$ cat config.mk
export PLATFORM = sky130hd
export DESIGN_NAME = ntt_twiddle_sequencer
export DESIGN_NICKNAME = d
export VERILOG_FILES = /design/src/rtl/ntt_twiddle_sequencer.sv
export SDC_FILE = /design/constraint.sdc
export NUM_CORES = 1
export LEC_CHECK = 0
export ABC_AREA = 0
export CORE_ASPECT_RATIO = 0.9
export CORE_MARGIN = 2
export CORE_UTILIZATION = 54
export CTS_BUF_LIST = sky130_fd_sc_hd__clkbuf_4 sky130_fd_sc_hd__clkbuf_8
export DETAILED_ROUTE_END_ITERATION = 8
export PLACE_DENSITY = 0.79
export SLEW_MARGIN = 20
export SYNTH_ARGS = -nofsm -noshare
export SYNTH_HDL_FRONTEND = slang
export SYNTH_SLANG_ARGS = --single-unit
export TNS_END_PERCENT = 10
$ cat constraint.sdc
create_clock -name clk -period 4 [get_ports clk]
set_input_delay 0.8 -clock clk [delete_from_list [all_inputs] [get_ports clk]]
set_output_delay 0.8 -clock clk [all_outputs]
set_load 0.02 [all_outputs]
$ cat src/rtl/ntt_twiddle_sequencer.sv
// Twiddle-ROM address sequencer for a 2^LOGN-point forward/inverse NTT.
// Issues two twiddle indices per cycle, one per butterfly unit. It then
// realigns valid/layer/last with the one-cycle registered ROM read.
module ntt_twiddle_sequencer #(
  parameter int LOGN      = 8,
  parameter int ADDR_W    = 8,
  parameter int LAYER_GAP = 4
) (
  input  logic                      clk,
  input  logic                      rst,
  input  logic                      start,
  input  logic                      inv,
  input  logic                      hold,
  output logic                      busy,
  output logic                      done,
  output logic                      rom_en,
  output logic [ADDR_W-1:0]         rom_addra,
  output logic [ADDR_W-1:0]         rom_addrb,
  output logic                      tw_valid,
  output logic [$clog2(LOGN)-1:0]   tw_layer,
  output logic                      tw_last,
  output logic                      tw_inv
);

  localparam int LW = $clog2(LOGN);
  localparam int PW = LOGN - 2;
  localparam logic [LW-1:0]   TOP_LAYER = LW'(LOGN - 1);
  localparam logic [ADDR_W:0] ONE       = (ADDR_W + 1)'(1);
  localparam logic [3:0]      GAP_END   = 4'(LAYER_GAP - 1);

  localparam logic [1:0] S_IDLE  = 2'd0;
  localparam logic [1:0] S_RUN   = 2'd1;
  localparam logic [1:0] S_GAP   = 2'd2;
  localparam logic [1:0] S_FLUSH = 2'd3;

  logic [1:0]    state, nxt_state;
  logic [LW-1:0] l, nxt_l;
  logic [PW-1:0] c, nxt_c;
  logic [3:0]    gcnt, nxt_gcnt;
  logic          nxt_busy, nxt_done, nxt_inv;
  logic          issue, issue_p0;
  logic          last_layer;
  logic [LW-1:0] step_l;

  // Twiddle index for butterfly b of layer lyr. The extra bit keeps 2^(lyr+1)
  // representable on the top inverse layer before the final truncation.
  function automatic logic [ADDR_W-1:0] twiddle_addr(
    input logic [LW-1:0]   lyr,
    input logic [LOGN-2:0] b,
    input logic            inverse
  );
    logic [ADDR_W:0] span;
    logic [ADDR_W:0] grp;
    span = ONE << lyr;
    grp  = (ADDR_W + 1)'(b >> (TOP_LAYER - lyr));
    if (inverse) twiddle_addr = ADDR_W'((span << 1) - ONE - grp);
    else         twiddle_addr = ADDR_W'(span + grp);
  endfunction

  assign last_layer = tw_inv ? (l == '0) : (l == TOP_LAYER);
  assign step_l     = tw_inv ? (l - 1'b1) : (l + 1'b1);
  assign rom_en     = issue_p0 & ~hold;

  // Next-state and counter update; 'issue' marks a pair to register this edge.
  always_comb begin
    nxt_state = state;
    nxt_l     = l;
    nxt_c     = c;
    nxt_gcnt  = gcnt;
    nxt_busy  = busy;
    nxt_done  = 1'b0;
    nxt_inv   = tw_inv;
    issue     = 1'b0;
    case (state)
      S_IDLE: begin
        // A start coinciding with the done pulse is dropped.
        if (start && !done) begin
          nxt_state = S_RUN;
          nxt_inv   = inv;
          nxt_l     = inv ? TOP_LAYER : '0;
          nxt_c     = '0;
          nxt_busy  = 1'b1;
          issue     = 1'b1;
        end
      end
      S_RUN: begin
        if (&c) begin
          if (last_layer) begin
            nxt_state = S_FLUSH;
          end else if (LAYER_GAP == 0) begin
            nxt_l = step_l;
            nxt_c = '0;
            issue = 1'b1;
          end else begin
            nxt_state = S_GAP;
            nxt_gcnt  = '0;
          end
        end else begin
          nxt_c = c + 1'b1;
          issue = 1'b1;
        end
      end
      S_GAP: begin
        if (gcnt == GAP_END) begin
          nxt_state = S_RUN;
          nxt_l     = step_l;
          nxt_c     = '0;
          issue     = 1'b1;
        end else begin
          nxt_gcnt = gcnt + 1'b1;
        end
      end
      default: begin
        if (tw_valid && tw_last) begin
          nxt_state = S_IDLE;
          nxt_done  = 1'b1;
          nxt_busy  = 1'b0;
        end
      end
    endcase
  end

  // Sequencer registers; hold freezes everything except the done pulse.
  always_ff @(posedge clk or posedge rst) begin
    if (rst) begin
      state     <= S_IDLE;
      l         <= '0;
      c         <= '0;
      gcnt      <= '0;
      busy      <= 1'b0;
      done      <= 1'b0;
      tw_inv    <= 1'b0;
      issue_p0  <= 1'b0;
      rom_addra <= '0;
      rom_addrb <= '0;
      tw_valid  <= 1'b0;
      tw_layer  <= '0;
      tw_last   <= 1'b0;
    end else begin
      done <= hold ? 1'b0 : nxt_done;
      if (!hold) begin
        state    <= nxt_state;
        l        <= nxt_l;
        c        <= nxt_c;
        gcnt     <= nxt_gcnt;
        busy     <= nxt_busy;
        tw_inv   <= nxt_inv;
        issue_p0 <= issue;
        if (issue) begin
          rom_addra <= twiddle_addr(nxt_l, {nxt_c, 1'b0}, nxt_inv);
          rom_addrb <= twiddle_addr(nxt_l, {nxt_c, 1'b1}, nxt_inv);
        end
        // ---- stage boundary: ROM read, flags follow the issued pair ----
        tw_valid <= issue_p0;
        tw_layer <= l;
        tw_last  <= issue_p0 && last_layer && (&c);
      end
    end
  end

endmodule

* Yosys cells after proc, flatten, opt, wreduce, memory -nomap -nowiden
Index checks and enable logic that the tools add are counted.
Word-level totals: flip-flop bits (word level) 40, input port bits 5, output and inout bits 25, logic and storage cells 89
Operators by class: add/subtract/negate cells 10, equal/unequal tests 9, shifts and indexed selects 3, multiplexer cells 34, bitwise logic cells 3, reduce and logical (&&, ||, !) cells 17
Operator list (count):
- $mux 6 | 3
- $pmux 6 s3 | 1
- $add 8x8->8 | 2
- $mux 8 | 2
- $shr 7x3->8 | 2
- $sub 8x8->8 | 2
- $mux 1 | 12
- $mux 3 | 4
- $mux 4 | 3
- $ne 2x2->1 const B | 5
- $reduce_and 5->1 | 2
- $mux 2 | 4
- $pmux 4 s2 | 1
- $shl 1x3->8 const A | 1
- $sub 8x1->8 const B | 1
- $add 6x1->6 const B | 1
- $pmux 2 s3 | 1
- $pmux 3 s2 | 1
- $reduce_and 6->1 | 1
- $add 4x1->4 const B | 1
- $eq 4x2->1 const B | 1
- $logic_and 1x1->1 | 4
- $reduce_and 4->1 | 1
- $reduce_bool 2->1 | 2
- 17 further kinds | 18

* Depth between registers and ports, before layout
depth in word-level cells 8, gate-level depth with buffers 22, gate-level depth less buffers 19

* Least setup slack after synthesis
OpenSTA, ideal clock, no wires.
path type register -> register, from register tw_inv, to register rom_addra[7], setup time 121 ps, arrival time 4238 ps, data required time 3879 ps, slack -360 ps, cell stages (with the launch flop) 20, buffers on the path 2, period minus slack after synthesis 4360 ps, cell sequence dfrtp_1 > fa_1 > xnor2_1 > nor2_1 > o311ai_2 > and2_1 > buf_4 > clkbuf_1 > nand3_1 > ha_1 > inv_1 > ha_1 > o21a_1 > o21a_1 > o21ai_0 > nand2b_1 > a31oi_1 > xor2_1 > o221ai_1 > o22a_1
Between the ends: longest elaborated chain between the ends 7, elaborated cells on any way between the ends 12, those cells by class add/sub: 4; shift: 2; mux: 6
RTL lines:
- start, declared | line 22 | output logic tw_inv
- start signal, assigned | line 147 | tw_inv <= nxt_inv;
- $mux 3 | line 61 | assign step_l = tw_inv ? (l - 1'b1) : (l + 1'b1);
- $mux 3 | line 104 | if (gcnt == GAP_END) begin
- $pmux 3 s2 | line 74 | case (state)
- $shl 1x3->8 or $sub 3x3->3 (tied branches) | line 54, 55
- $sub 8x1->8 or $shr 7x3->8 (tied branches) | line 56, 55
- $sub 8x8->8 or $add 8x8->8 (tied branches) | line 56, 57
- $mux 8 * | line 56 | if (inverse) twiddle_addr = ADDR_W'((span << 1) - ONE - grp);
- end signal, assigned | line 150 | rom_addra <= twiddle_addr(nxt_l, {nxt_c, 1'b0}, nxt_inv);
- end, declared | line 17 | output logic [ADDR_W-1:0] rom_addra,
Every way passes the cells marked *; elsewhere a longest branch is shown, timed or not. A chain may end at the register's enable or synchronous reset.

* Worst setup path in the final report
from register gcnt[1], to register rom_addrb[7]
Between the ends: longest elaborated chain between the ends 7, elaborated cells on any way between the ends 15, those cells by class add/sub: 4; eq/ne: 1; shift: 2; mux: 7; reduce/logical: 1
RTL lines:
- start, declared | line 39 | logic [3:0] gcnt, nxt_gcnt;
- start signal, assigned | line 145 | gcnt <= nxt_gcnt;
- $eq 4x2->1 * | line 104
- $mux 3 | line 104
- $pmux 3 s2 | line 74
- $shl 1x3->8 or $sub 3x3->3 (tied branches) | line 54, 55
- $sub 8x1->8 or $shr 7x3->8 (tied branches) | line 56, 55
- $sub 8x8->8 or $add 8x8->8 (tied branches) | line 56, 57
- $mux 8 | line 56
- end signal, assigned | line 151 | rom_addrb <= twiddle_addr(nxt_l, {nxt_c, 1'b1}, nxt_inv);
- end, declared | line 18 | output logic [ADDR_W-1:0] rom_addrb,
Marks and branches as above.

==> results.toml <==
[sta]
setup_viol = 3
finClkSkew_ns = 0.00776
min_period_ns = 4.06
worstMarginPinSlew_ns = 0.733
max-slew-margin-rel_pct = 51.1
grt_setup_unrepaired = "true"
timing.fmax_mhz = 246
final.setup.tns_ns = -0.131
hold_viol_final = 0
fin_crit_sh_pct = 102
slew_viol_final = 0
finalWorstSetupSlack_ns = -0.0631

[detailed_routing]
wl_per_cell_um = 17.6
routed_wl_um = 9810
first_pass_iters = 4
vias_per_cell = 6.08
drc = 0
ant_nets = 0
via_count = 3392
drtIter0Drc = 283

[synthesis]
synth_edf_count = 0
synth_cell_types = 63
synth_top_family_by_area = "compound AO/OA/AOI/OAI gates"
yosys.area_share.simple_pct = 19.4
muxShareOfSynthArea_pct = 7.81
syn_inst = 383
synth_compound_area_share_pct = 25.7
yosys-top-cells-area = "dfrtp_1 (30%), ha_1 (7.9%), mux2_2 (5.1%), nand2_1 (4.0%), a21oi_1 (3.8%)"
seq_area_frac_synth_pct = 30.2
synth_area_um2 = 3320
yosys_warnings = 0
synth_flop_cell = "dfrtp_1"
yosys_register_bits = 40
synth_top_cell_area_share_pct = 30.2
ys_async_sr_fraction_pct = 100
synthAdderAreaFrac_pct = 9.73
synth.largest_area_cell = "dfrtp_1"
synth_xor_area_share_pct = 2.64
synth_fp_nets = 412
synth.avg_cell_area_um2 = 8.66

[worst_setup_path]
end_kind = "register"
crit_fanout = 4
path_buf_inv = 1
cpPeakStageDelay_ns = 0.41
slowest_stage = "or3b_4"
crit_path_start_kind = "register"
required_ns = 4.19
crit_family = "compound AO/OA/AOI/OAI gates"
crit_type = "register to register"
arrival_ns = 4.25
path_cells = "ha_2 > or3b_4 > a221o_1 > a21o_1 > a32o_2 > mux2i_2 > mux2i_2 > a32o_2 > inv_2 > ha_4 > o21a_1 > o21a_1 > o21ai_2 > nand2b_1 > a31oi_1 > xor2_1 > o221ai_2 > o22a_1"

[final_layout]
n_antenna_cell = 0
fin_nets = 514
drive_gt1_share_pct = 31.1
syn2layout_area_growth_pct = 36.9
fill_cells = 410
stdcell_count = 558
final_util_pct = 75.5

[floorplanning]
dieHeight_um = 78.4
core.rowCount = 27
dieArea_um2 = 6790
core_area_um2 = 6010
initial_utilization_pct = 55.2
die_w_um = 86.6
ioPinCount = 30

[min_path]
min_path_type = "register to register"

[run_status]
violations = "negative setup slack"
status = "complete, but fails checks"

[placed_design]
port_buffers = 29
place_hpwl_um = 6990
post-place-ws_ns = -0.577
gp_congestion = 0.950
dpl.cell_count = 540

[cts]
numClockSinks = 40
clk_pin_slew_ns = 0.09
tritoncts = "built"
hold_buffers = 0
cts_buffer_depth = 2
cts_root_buf = "clkbuf_8"
htree_levels = 2
insertion_delay_ns = 0.30
cts_buffers = 5

[global_route]
grt_pass1_vias = 3306
gr-usage-all-layers_pct = 28.5
antenna_found_initial = 0
overflow = 0
grt_max_degree = 24
grt_pass1_wl_um = 15500

[pwr]
p_leak_uw = 0.00207
ir_drop_mv = 0.594
power.density_nw_per_um2 = 876

[run]
max_cap_violations = 0
-- path summary, 6_finish.rpt --
| check | slack, ns | end | cells after the start | startpoint |
|---|---|---|---|---|
| setup / recovery | -0.06 | rom_addrb[7] | 18 | gcnt[1] |
| hold / removal | 0.49 | rom_addrb[1] | 2 | rom_addrb[1] |
| setup reg to reg | -0.06 | rom_addrb[7] | 18 | gcnt[1] |
| hold reg to reg | 0.49 | rom_addrb[1] | 2 | rom_addrb[1] |
| max in group asynchronous | 2.32 | c[3] | 3 | rst |
| min in group asynchronous | 0.92 | tw_valid | 2 | rst |
-- cell usage after synthesis (2+ instances only) --
cell type and count:
a311oi_1 4, a311o_1 2, o21ai_0 22, dfrtp_1 40, a22o_1 2, nand2b_1 6, nand3_1 14, nor3b_1 3
a22oi_1 2, o22ai_1 5, o21a_1 6, nor2_1 27, a221o_1 3, o22a_1 3, a21o_1 11, o2111ai_1 4
a32o_1 2, buf_1 2, fa_1 3, nor2b_1 10, ha_1 21, mux2i_1 9, and3_1 6, mux2_2 15
xor2_1 6, a211oi_1 2, clkbuf_1 14, nand2_1 35, inv_1 19, o31ai_1 4, nor3_1 10, a41oi_1 4
o211ai_1 3, buf_2 2, a21oi_1 25, a31oi_1 6, or3_1 2, xnor2_1 4
-- state kept, by name, summed over array words and instances (netlist names), 2 cells and up --
register,cells
state,2
tw_layer,3
rom_addrb,8
c,6
gcnt,4
l,3
rom_addra,8
-- cell usage in the layout, fill, tap and decap left out, types with 4 or more instances in the layout --
cell,count
clkdlybuf4s50_1,27
a41oi_1,4
xor2_1,6
o21ai_0,18
nand2b_1,6
dfrtp_1,39
o21a_1,6
mux2_2,15
a21oi_2,5
a21o_1,11
nor2_1,27
clkbuf_8,5
nand2_1,35
a21oi_1,20
mux2i_1,7
nor3_1,10
and3_1,6
o22ai_1,5
inv_1,18
o2111ai_1,4
buf_4,84
nand3_1,13
nor2b_1,9
ha_2,4
a31oi_1,4
ha_1,15
-- timing repair --
item | in CTS | in global routing
buffers inserted | 3 | 7
setup endpoints to repair | 9 | 10
pin swaps | 4 | 11
gates resized for setup | 10 | 31
-- cells by family (layout without fill, tap and decap cells) --
kind of cell	after synthesis	after routing
AND/OR/NAND/NOR	126	126
AO/OA/AOI/OAI	120	120
buffers and inverters	39	142
adder cells (fa/ha/maj)	24	24
flip-flops	40	40
multiplexers	24	24
XOR/XNOR	10	10
-- per-layer routing --
layer / part of all wire (%) / GRT usage (%) / up-vias
li1: - / - / 1617
met1: 44 / 38.8 / 1636
met2: 49 / 46.9 / 121
met3: 5.4 / 4.63 / 18
met4: 1.6 / 7.97 / 0
met5: 0 / 0 / -
-- metrics by stage --
stage	area [µm²]	hold WS (ns)	total power, µW
3_5_place_dp	4210	0.480	3300
5_1_grt	4540	0.525	4250
3_3_place_gp	4210	0.466	3220
4_1_cts	4370	0.498	3720
6_report	4540	0.489	3980
2_1_floorplan	3350	0.443	2250
-- power breakdown --
group	leakage (µW)	internal (µW)	switching, µW	total (µW)
clock	0.0000541	185	152	337
combinational	0.00152	1420	1550	2970
sequential	0.000498	549	119	668
-- worst register-to-register path, delay by kind of cell, from the launching register on --
family                     cells  cell delay, ns
AOI/OAI and AO/OA             10            2.00
xor gates and xnor gates       1            0.20
adders and majority gates      2            0.40
buffers and inverters          1            0.07
DFF                            1            0.39
muxes                          2            0.36
and+or+nand+nor                2            0.51
-- layout make-up --
class | instances | area, µm² | area share [%]
Multi-Input combinational cell | 304 | 2330 | 51.3
Sequential cell | 40 | 1000 | 22.1
Timing Repair Buffer | 114 | 933 | 20.6
Tap cell | 72 | 90.1 | 1.98
Inverter | 20 | 75.1 | 1.65
Clock buffer | 5 | 68.8 | 1.52
Clock inverter | 3 | 42.5 | 0.937
(Power assumes the default switching activity.)
